[src/rtl/pixel_compositor.sv]
// Per-pixel colour stage: resolves the winning overlay layer by fixed priority,
// applies per-layer blink, then looks it up in a writable palette with optional invert.
module pixel_compositor #(
  parameter int LAYERS        = 6,
  parameter int COLOR_BITS    = 8,
  parameter int BLINK_BITS    = 5,
  parameter int PAL_ADDR_BITS = 3
) (
  input  logic                      clk,
  input  logic                      rst,
  input  logic                      frame_start,
  input  logic                      pix_valid,
  input  logic [LAYERS-1:0]         layer_on,
  input  logic [LAYERS-1:0]         blink_en,
  input  logic                      invert,
  input  logic                      pal_we,
  input  logic [PAL_ADDR_BITS-1:0]  pal_addr,
  input  logic [3*COLOR_BITS-1:0]   pal_data,
  output logic                      out_valid,
  output logic [COLOR_BITS-1:0]     r,
  output logic [COLOR_BITS-1:0]     g,
  output logic [COLOR_BITS-1:0]     b,
  output logic                      hit_any,
  output logic [PAL_ADDR_BITS-1:0]  hit_layer
);

  localparam int CW = 3 * COLOR_BITS;
  localparam logic [PAL_ADDR_BITS-1:0] BG_IDX = PAL_ADDR_BITS'(LAYERS);
  localparam logic [CW-1:0] WHITE = {CW{1'b1}};
  localparam logic [CW-1:0] BLUE  = {{(2*COLOR_BITS){1'b0}}, {COLOR_BITS{1'b1}}};
  localparam logic [CW-1:0] BLACK = {CW{1'b0}};

  function automatic logic [CW-1:0] default_entry(input int idx);
    logic [CW-1:0] e;
    if (idx == 0) begin
      e = BLUE;
    end else if (idx == LAYERS) begin
      e = WHITE;
    end else begin
      e = BLACK;
    end
    return e;
  endfunction

  logic [BLINK_BITS-1:0]    frame_cnt_r;
  logic [CW-1:0]            pal_r [0:LAYERS];
  logic                     blink_phase_s;
  logic [LAYERS-1:0]        eligible_s;
  logic [PAL_ADDR_BITS-1:0] win_idx_s;
  logic                     win_hit_s;
  logic                     s1_valid_r;
  logic [PAL_ADDR_BITS-1:0] s1_idx_r;
  logic                     s1_hit_r;
  logic                     s1_inv_r;
  logic [CW-1:0]            rd_s;
  logic [CW-1:0]            col_s;

  assign blink_phase_s = frame_cnt_r[BLINK_BITS-1];
  assign eligible_s    = layer_on & ~(blink_en & {LAYERS{blink_phase_s}});

  // Frame counter; wraps naturally at its width
  always_ff @(posedge clk or negedge rst) begin
    if (!rst) begin
      frame_cnt_r <= {BLINK_BITS{1'b0}};
    end else if (frame_start) begin
      frame_cnt_r <= frame_cnt_r + {{(BLINK_BITS-1){1'b0}}, 1'b1};
    end else begin
      frame_cnt_r <= frame_cnt_r;
    end
  end

  // Priority resolve: scanning high to low leaves the lowest eligible index
  always_comb begin
    win_idx_s = BG_IDX;
    win_hit_s = 1'b0;
    for (int i = LAYERS - 1; i >= 0; i--) begin
      if (eligible_s[i]) begin
        win_idx_s = PAL_ADDR_BITS'(i);
        win_hit_s = 1'b1;
      end else begin
        win_idx_s = win_idx_s;
        win_hit_s = win_hit_s;
      end
    end
  end

  // Palette storage; out-of-range addresses are dropped
  always_ff @(posedge clk or negedge rst) begin
    if (!rst) begin
      for (int i = 0; i <= LAYERS; i++) begin
        pal_r[i] <= default_entry(i);
      end
    end else if (pal_we && (pal_addr <= BG_IDX)) begin
      pal_r[pal_addr] <= pal_data;
    end else begin
      pal_r <= pal_r;
    end
  end

  // Stage 1: latch winner and invert mode alongside the valid bit
  always_ff @(posedge clk or negedge rst) begin
    if (!rst) begin
      s1_valid_r <= 1'b0;
      s1_idx_r   <= {PAL_ADDR_BITS{1'b0}};
      s1_hit_r   <= 1'b0;
      s1_inv_r   <= 1'b0;
    end else begin
      s1_valid_r <= pix_valid;
      if (pix_valid) begin
        s1_idx_r <= win_idx_s;
        s1_hit_r <= win_hit_s;
        s1_inv_r <= invert;
      end else begin
        s1_idx_r <= s1_idx_r;
        s1_hit_r <= s1_hit_r;
        s1_inv_r <= s1_inv_r;
      end
    end
  end

  // Read sees the pre-write entry because the palette updates on the same edge
  assign rd_s  = pal_r[s1_idx_r];
  assign col_s = s1_inv_r ? ~rd_s : rd_s;

  // Stage 2: registered colour outputs, held across bubbles
  always_ff @(posedge clk or negedge rst) begin
    if (!rst) begin
      out_valid <= 1'b0;
      r         <= {COLOR_BITS{1'b0}};
      g         <= {COLOR_BITS{1'b0}};
      b         <= {COLOR_BITS{1'b0}};
      hit_any   <= 1'b0;
      hit_layer <= {PAL_ADDR_BITS{1'b0}};
    end else begin
      out_valid <= s1_valid_r;
      if (s1_valid_r) begin
        {r, g, b} <= col_s;
        hit_any   <= s1_hit_r;
        hit_layer <= s1_idx_r;
      end else begin
        {r, g, b} <= {r, g, b};
        hit_any   <= hit_any;
        hit_layer <= hit_layer;
      end
    end
  end

endmodule

[config.mk]
export PLATFORM = sky130hd
export DESIGN_NAME = pixel_compositor
export DESIGN_NICKNAME = d
export VERILOG_FILES = /design/src/rtl/pixel_compositor.sv
export SDC_FILE = /design/constraint.sdc
export NUM_CORES = 1
export LEC_CHECK = 0
export ABC_CLOCK_PERIOD_IN_PS = 2900
export CAP_MARGIN = 40
export CORE_MARGIN = 4
export CORE_UTILIZATION = 65
export CTS_BUF_LIST = sky130_fd_sc_hd__clkbuf_8
export DETAILED_ROUTE_END_ITERATION = 12
export PLACE_DENSITY_LB_ADDON = 0.15
export SETUP_SLACK_MARGIN = 0.05
export SYNTH_ARGS = -nofsm -noshare
export SYNTH_HDL_FRONTEND = slang
export SYNTH_SLANG_ARGS = --single-unit
[constraint.sdc]
create_clock -name clk -period 2.9 [get_ports clk]
set_clock_uncertainty 0.15 [all_clocks]
set_input_delay 0.435 -clock clk [delete_from_list [all_inputs] [get_ports clk]]
set_output_delay 0.435 -clock clk [all_outputs]
set_load 0.05 [all_outputs]
Yosys cells after proc, flatten, opt, wreduce, memory -nomap -nowiden
Index checks and enable logic that the tools add are counted.
- add/subtract/negate cells: 1
- multipliers: 0
- divide/modulo/power cells: 0
- order comparisons: 4
- equal/unequal tests: 0
- shift-type cells: 0
- mux-type cells: 19
- bitwise operators: 6
- reductions and logical operators: 2
- operator list (operator ; number):
    $bwmux 168 ; 1
    $mux 24 ; 4
    $bmux 24 s3 ; 1
    $demux 24 s3 ; 1
    $not 24->24 ; 1
    $and 6x6->6 ; 2
    $mux 3 ; 4
    $ge 4x4->1 const B ; 2
    $not 3->4 ; 2
    $mux 1 ; 6
    $not 6->6 ; 1
    $add 5x1->5 const B ; 1
    $lt 4x1->1 const B ; 1
    $mux 2 ; 2
    $le 3x3->1 const B ; 1
    $logic_and 1x1->1 ; 2
- register bits: 208
- bits in latches: 0
- RAM bits: 0
- bits in read-only memories: 0
- input bits: 45
- output and inout port bits: 29
- word-level logic and storage cells: 50
- memories kept: 0

Logic depth before layout (Yosys ltp)
Gate-level depths: netlist (run 1).
- word-level depth: 9
- mapped depth: 6
- depth with buffers taken out: 4

Least setup slack after synthesis (run 1)
OpenSTA, ideal clock, no wires.
- kind: input port to flip-flop
- start point: in pal_addr[2]
- end point: reg pal_r[129] in the netlist's numbering
- arrival time: 1.505 ns
- path slack: 1.120 ns
- cell stages on the path: 4
- cells stage by stage: nand2b_2 nor3b_4 buf_6 mux2_2
- cells in the longest elaborated chain, start to end: 6
- elaborated cells on any way between the ends: 9
- classes of those cells: order compare: 3; mux: 3; bitwise: 1; reduce/logical: 2
- ends and longest elaborated chain (element ; RTL line ; RTL):
    start: declaration ; 17 ; input logic [PAL_ADDR_BITS-1:0] pal_addr,
    $not 3->4 (implied by the code) ; 94 ; pal_r[pal_addr] <= pal_data;
    $ge 4x4->1 (implied by the code) / $lt 4x1->1 (equally long branches) ; 94 ;
    $logic_and 1x1->1 (implied by the code) ; 94 ;
    $mux 24 (implied by the code) ; 94 ;
    $demux 24 s3 ; 94 ;
    $bwmux 168 ; 94 ;
    end signal: indexed assignment ; 91 ; pal_r[i] <= default_entry(i);
    end signal: indexed assignment ; 94 ;
    end signal: assignment ; 96 ; pal_r <= pal_r;
    end: declaration ; 46 ; logic [CW-1:0] pal_r [0:LAYERS];
Parallel ways exist; a longest one is shown, timed or not.
A chain may end at the register's enable or synchronous reset.

Final worst setup path (run 1)
- start point: reg r[4]
- end point: out r[4]
- RTL lines (element ; RTL line ; RTL):
    start: declaration ; 20 ; output logic [COLOR_BITS-1:0] r,
    start signal: assignment ; 129 ; r <= {COLOR_BITS{1'b0}};
    start signal: assignment ; 137 ; {r, g, b} <= col_s;
    start signal: assignment ; 141 ; {r, g, b} <= {r, g, b};
No word-level cell between the ends.

==> out/results.ini, run 1 <==
[routing]
drtPass1Iterations=4
vias=6276
ant_nets=0
wire_per_inst_um=21.4
avgViaCountPerCell=6.29
drc=0
finalWirelength_um=21300
drt_first_iter_violations=356

[timing]
finalSetupViolCount=0
hold_viol_final=0
period_minus_slack_ps=2300
relSlewSlack_pct=62.5
worst_pin_slew_ps=561
maxSlewViolCount=0
tns_ps=0
final.period_utilization_pct=79.2
rsz0062_at_grt=false
max_clock_freq_ghz=0.436

[floorplan]
die_y_um=130
start_util_pct=66.2
rows=44
io_pins=74
coreArea_um2=14500
dieArea_um2=16800
fp.dieW_um=130

[finish]
layout_commonest_cell=dfrtp_1
area_growth_pct=17.5
layout_common_cells=174 x dfrtp_1, 170 x mux2_2, 72 x mux2i_1, 72 x clkdlybuf4s50_1, 48 x clkbuf_8
final_layout_size_suffix_gt1_share_pct=35.1
nets=833
n_antenna_cell=0

[critical_path]
endpoint_kind=primary output
slowest_delay_ps=820
rr_endpoint=b[4]
critPathRequiredTime_ps=2320
critPathKind=reg -> out
critical_path.top_delay_family=buffers and inverters
path_buf_inv=1
path_cells=clkdlybuf4s50_1
cp_slowest_cell=clkdlybuf4s50_1
arrival_ps=1710
r2r_setup_slack_ps=710
r2r-start=s1_idx_r[1]
cp_max_fo=2
rr_worst_depth=5
start_kind=flop

[clock_network]
clkLatencyLatePin_ps=520
clk_pin_slew_worst_paths_ps=60
cts.sinks=208
h-tree-depth=2
cts_buffers=35
ctsLongestPathBuffers=3
clk_root_buffer_cell=clkbuf_8
cts_tree=built

[logic_synthesis]
syn_area_per_cell_um2=13.7
synth-simple-area-share_pct=6.86
synth_compound_area_share_pct=7.07
syn_area_um2=9630
synth_edf_count=0
synth_seq_cells=208
ys_warn_count=0
synth_ff_type=dfrtp_1
yosys.area_share.xor_xnor_pct=0.364
yosysSeqAreaShare_pct=54.5
muxShareOfSynthArea_pct=27.8
async_reset_ff_share_pct=100
syn-instance-count=702
synth_top_family_by_area=multiplexers
syn_nets=748
synth_fa_ha_area_share_pct=0.130
synth_cell_types=41

[min_path]
hold_path_class=in -> async

[pwr]
p_sw_share_pct=32.5
p_comb_share_pct=29.9
power_uw=9700
p_int_uw=6550
pwr-share-clk_pct=27.4
p_leak_uw=0.00485
peakVddDrop_v=0.000591
pwr-share-seq_pct=42.7
p_sw_uw=3150
powerDensity_nw_per_um2=858

[run]
cap_violations=0

[global_route]
grt_pass1_vias=6812
grt_overflow_total=0
grt_pass1_wl_um=34700
antenna_found_initial=0
grt_max_degree=80
grtUsageTotal_pct=26.4

[placement]
place_hpwl_um=13000
portBuffers=73
gp_congestion=0.781

[run_status]
status=completed

[final cells by class]
type / instances / area, um^2
Clock inverter: 16 / 87.6
Timing Repair Buffer: 95 / 1000
Multi-Input combinational cell: 441 / 4080
Inverter: 6 / 22.5
Tap cell: 184 / 230
Fill cell: 895 / 3220
Sequential cell: 208 / 5250
Clock buffer: 47 / 647
[how the worst max path moves through the flow]
stage	startpoint	endpoint	slack (ps)	cells after the start
floorplan	pal_addr[2]	pal_r[129]	1120	4
global placement	pal_addr[2]	pal_r[158]	570	5
detailed placement	pal_addr[0]	pal_r[12]	550	4
CTS	r[4]	r[4]	560	1
global route	r[4]	r[4]	530	1
finish	r[4]	r[4]	600	1
[per-stage QoR]
step           instances  area (um^2)  hold WS (ps)  util, %  worst slack, ps
3_5_place_dp         933        10600           275     72.7              550
4_1_cts              997        11300           291     77.8              563
3_3_place_gp         932        10600           267     72.7              569
5_1_grt              997        11300           311     77.8              533
6_report             997        11300           297     77.8              604
2_1_floorplan        702         9630         -10.6        -             1120
[registers in the layout (all words and copies together), names as in the netlist, 3 cells and up]
signal / count
s1_idx_r: 3
pal_r: 168
g: 8
hit_layer: 3
r: 8
b: 8
frame_cnt_r: 5
[cells in the mapped netlist, types with 2 or more instances]
master / instances / share of area (%)
o22ai_1: 3 / 0.19
a221o_1: 24 / 2.5
and3_1: 24 / 1.6
nand4_1: 2 / 0.13
buf_2: 13 / 0.68
nand2_1: 34 / 1.3
xnor2_1: 3 / 0.27
mux2i_1: 72 / 7.5
nand3b_1: 24 / 1.9
o211ai_1: 24 / 1.9
dfstp_2: 32 / 8.7
nor2_1: 7 / 0.27
a22oi_1: 25 / 1.9
buf_6: 7 / 0.82
buf_1: 2 / 0.078
mux2_1: 4 / 0.47
nand4b_1: 3 / 0.27
clkbuf_1: 12 / 0.47
dfrtp_1: 176 / 46
buf_4: 12 / 0.94
nor3b_4: 2 / 0.39
inv_1: 6 / 0.23
mux2_2: 170 / 20
nand2b_1: 4 / 0.26
[logic make-up (layout without fill, tap and decap cells)]
kind of cell	Yosys count	after routing
adders and majority gates	1	1
xor gates and xnor gates	4	4
buffers and inverters	53	164
DFF	208	208
muxes	246	246
AOI/OAI and AO/OA	82	82
and+or+nand+nor	108	108
[what timing repair did]
action	in CTS	in global routing
hold buffers	1	0
gates resized for setup	0	0
buffers inserted	0	0
hold endpoints to repair	42	0
[metal layers]
layer,part of all wire (%),track usage (%),up-vias
li1,-,-,2798
met1,43,34.4,3275
met2,50,43.8,156
met3,4.7,6.22,47
met4,2.2,9.17,0
met5,0,0,-
[power by group through the flow]
stage / Combinational, uW / Clock [uW] / Sequential [uW]
detailed placement: 2910 / 0 / 4170
global placement: 2790 / 0 / 4110
finish: 2900 / 2650 / 4150
CTS: 2920 / 2710 / 4140
global route: 3120 / 2850 / 4230
floorplan: 1620 / 0 / 4530
(Power assumes the default switching activity.)
==> run 2: changes to the inputs <==
--- a/config.mk
+++ b/config.mk
@@ -5,10 +5,10 @@
 export SDC_FILE = /design/constraint.sdc
 export NUM_CORES = 1
 export LEC_CHECK = 0
-export ABC_CLOCK_PERIOD_IN_PS = 2900
+export ABC_CLOCK_PERIOD_IN_PS = 2300
 export CAP_MARGIN = 40
 export CORE_MARGIN = 4
-export CORE_UTILIZATION = 65
+export CORE_UTILIZATION = 61
 export CTS_BUF_LIST = sky130_fd_sc_hd__clkbuf_8
 export DETAILED_ROUTE_END_ITERATION = 12
 export PLACE_DENSITY_LB_ADDON = 0.15
==> constraint.sdc (replaced) <==
create_clock -name clk -period 2.3 [get_ports clk]
set_clock_uncertainty 0.15 [all_clocks]
set_input_delay 0.345 -clock clk [delete_from_list [all_inputs] [get_ports clk]]
set_output_delay 0.345 -clock clk [all_outputs]
set_load 0.05 [all_outputs]
==> run 2 against run 1 <==
  * Setup slack lost 510 ps
  * Critical endpoint is now g[6]
  * Critical path type unchanged
  * Count of clock-buffer cells in the layout grew 1
  * Design area grew 1.3%
==> out/results.ini, run 2 (synthesis gave the netlist of run 1 again) <==
[floorplan]
die_y_um=134
io_pins=74
start_util_pct=62.9
rows=45
coreArea_um2=15300
dieArea_um2=17900
fp.dieW_um=134

[clock_network]
clk_root_buffer_cell=clkbuf_8
cts.sinks=208
cts_tree=built
clkLatencyLatePin_ps=510
cts_buffers=35
ctsLongestPathBuffers=3
clk_pin_slew_worst_paths_ps=60
h-tree-depth=2

[critical_path]
path_cells=clkdlybuf4s50_1
start_kind=flop
critPathRequiredTime_ps=1800
endpoint_kind=primary output
critPathKind=reg -> out
cp_max_fo=2
critical_path.top_delay_family=buffers and inverters
path_buf_inv=1
slowest_delay_ps=820
cp_slowest_cell=clkdlybuf4s50_1
arrival_ps=1710

[placement]
dpl.cell_count=968
gp_congestion=0.832
portBuffers=73
place_hpwl_um=13600
pre_cts_ws_ps=34.7
place_area_um2=10700

[run_status]
status=completed

[routing]
drt_first_iter_violations=259
drc=0
wire_per_inst_um=20.5
avgViaCountPerCell=6.04
drtPass1Iterations=4
ant_nets=0
vias=6226
finalWirelength_um=21200

[timing]
final.period_utilization_pct=95.8
relSlewSlack_pct=60.6
max_clock_freq_ghz=0.454
tns_ps=0
maxSlewViolCount=0
hold_viol_final=0
finalSetupViolCount=0
rsz0062_at_grt=false
worst_pin_slew_ps=590
setup_ws_ps=95.9
period_minus_slack_ps=2200

[finish]
final_layout_size_suffix_gt1_share_pct=36.0
layout_commonest_cell=dfrtp_1
largest_register=pal_r
n_antenna_cell=0
area_growth_pct=19.0
fillers=1023
final_cell_area_um2=11500
nets=841
largest_register_ffs=168
layout_common_cells=174 x dfrtp_1, 170 x mux2_2, 72 x mux2i_1
fin_cells=1031

[pwr]
p_leak_uw=0.00491
peakVddDrop_v=0.000793
powerDensity_nw_per_um2=1060
power_uw=12200

[global_route]
antenna_found_initial=0
grt_pass1_vias=6781
grtUsageTotal_pct=24.4
grt_max_degree=56
grt_overflow_total=0
grt_pass1_wl_um=34900

[min_path]
hold_path_class=in -> async

[run]
cap_violations=0

run 2: area by class of cell:
type / instances / area (um^2) / share of cell area [%]
well taps: 211 / 264 / 2.30
repair buffers: 103 / 1130 / 9.90
multi-input cells: 441 / 4080 / 35.6
flip-flops and latches: 208 / 5250 / 45.8
inverters: 6 / 22.5 / 0.197
clock buffers: 48 / 661 / 5.76
clock inverters: 14 / 56.3 / 0.491
run 2: worst paths after layout:
path                                      from              to  slack (ps)  cells past startpoint
worst max-delay path                      g[6]            g[6]         100                      1
worst min-delay path                       rst       pal_r[50]         220                      2
worst max register to register     s1_idx_r[1]            g[0]         300                      5
worst min register to register  frame_cnt_r[3]  frame_cnt_r[3]         330                      1
max in group asynchronous                  rst        pal_r[2]        1050                      3
min in group clk                frame_cnt_r[3]  frame_cnt_r[3]         330                      1
run 2: what timing repair did:
| action | 4_1_cts | 5_1_grt |
|---|---|---|
| setup buffers | 0 | 0 |
| endpoints found under the hold margin | 49 | 0 |
| hold buffers | 1 | 0 |
| endpoints found under the setup margin | 0 | 1 |
| gates resized for setup | 0 | 1 |
run 2: layer usage:
layer  track usage [%]  wire length [um]  vias to the layer above
li1                  -                 -                     2809
met1              31.1              9150                     3240
met2              42.5             10700                      136
met3              4.76               864                       41
met4              7.49               433                        0
met5                 0                 0                        -
run 2: power by group:
group	leakage [uW]	switching (uW)	internal (uW)	total [uW]
Combinational	0.00204	1960	1720	3680
Clock	0.000415	1400	1850	3250
Sequential	0.00245	575	4650	5230
Total	0.00490	3940	8220	12200
run 2: per-stage QoR:
step | utilization, % | hold slack [ps]
global route | 74.8 | 258
CTS | 74.8 | 218
global placement | 69.9 | 183
finish | 74.8 | 216
detailed placement | 70.1 | 189
floorplan | - | -101
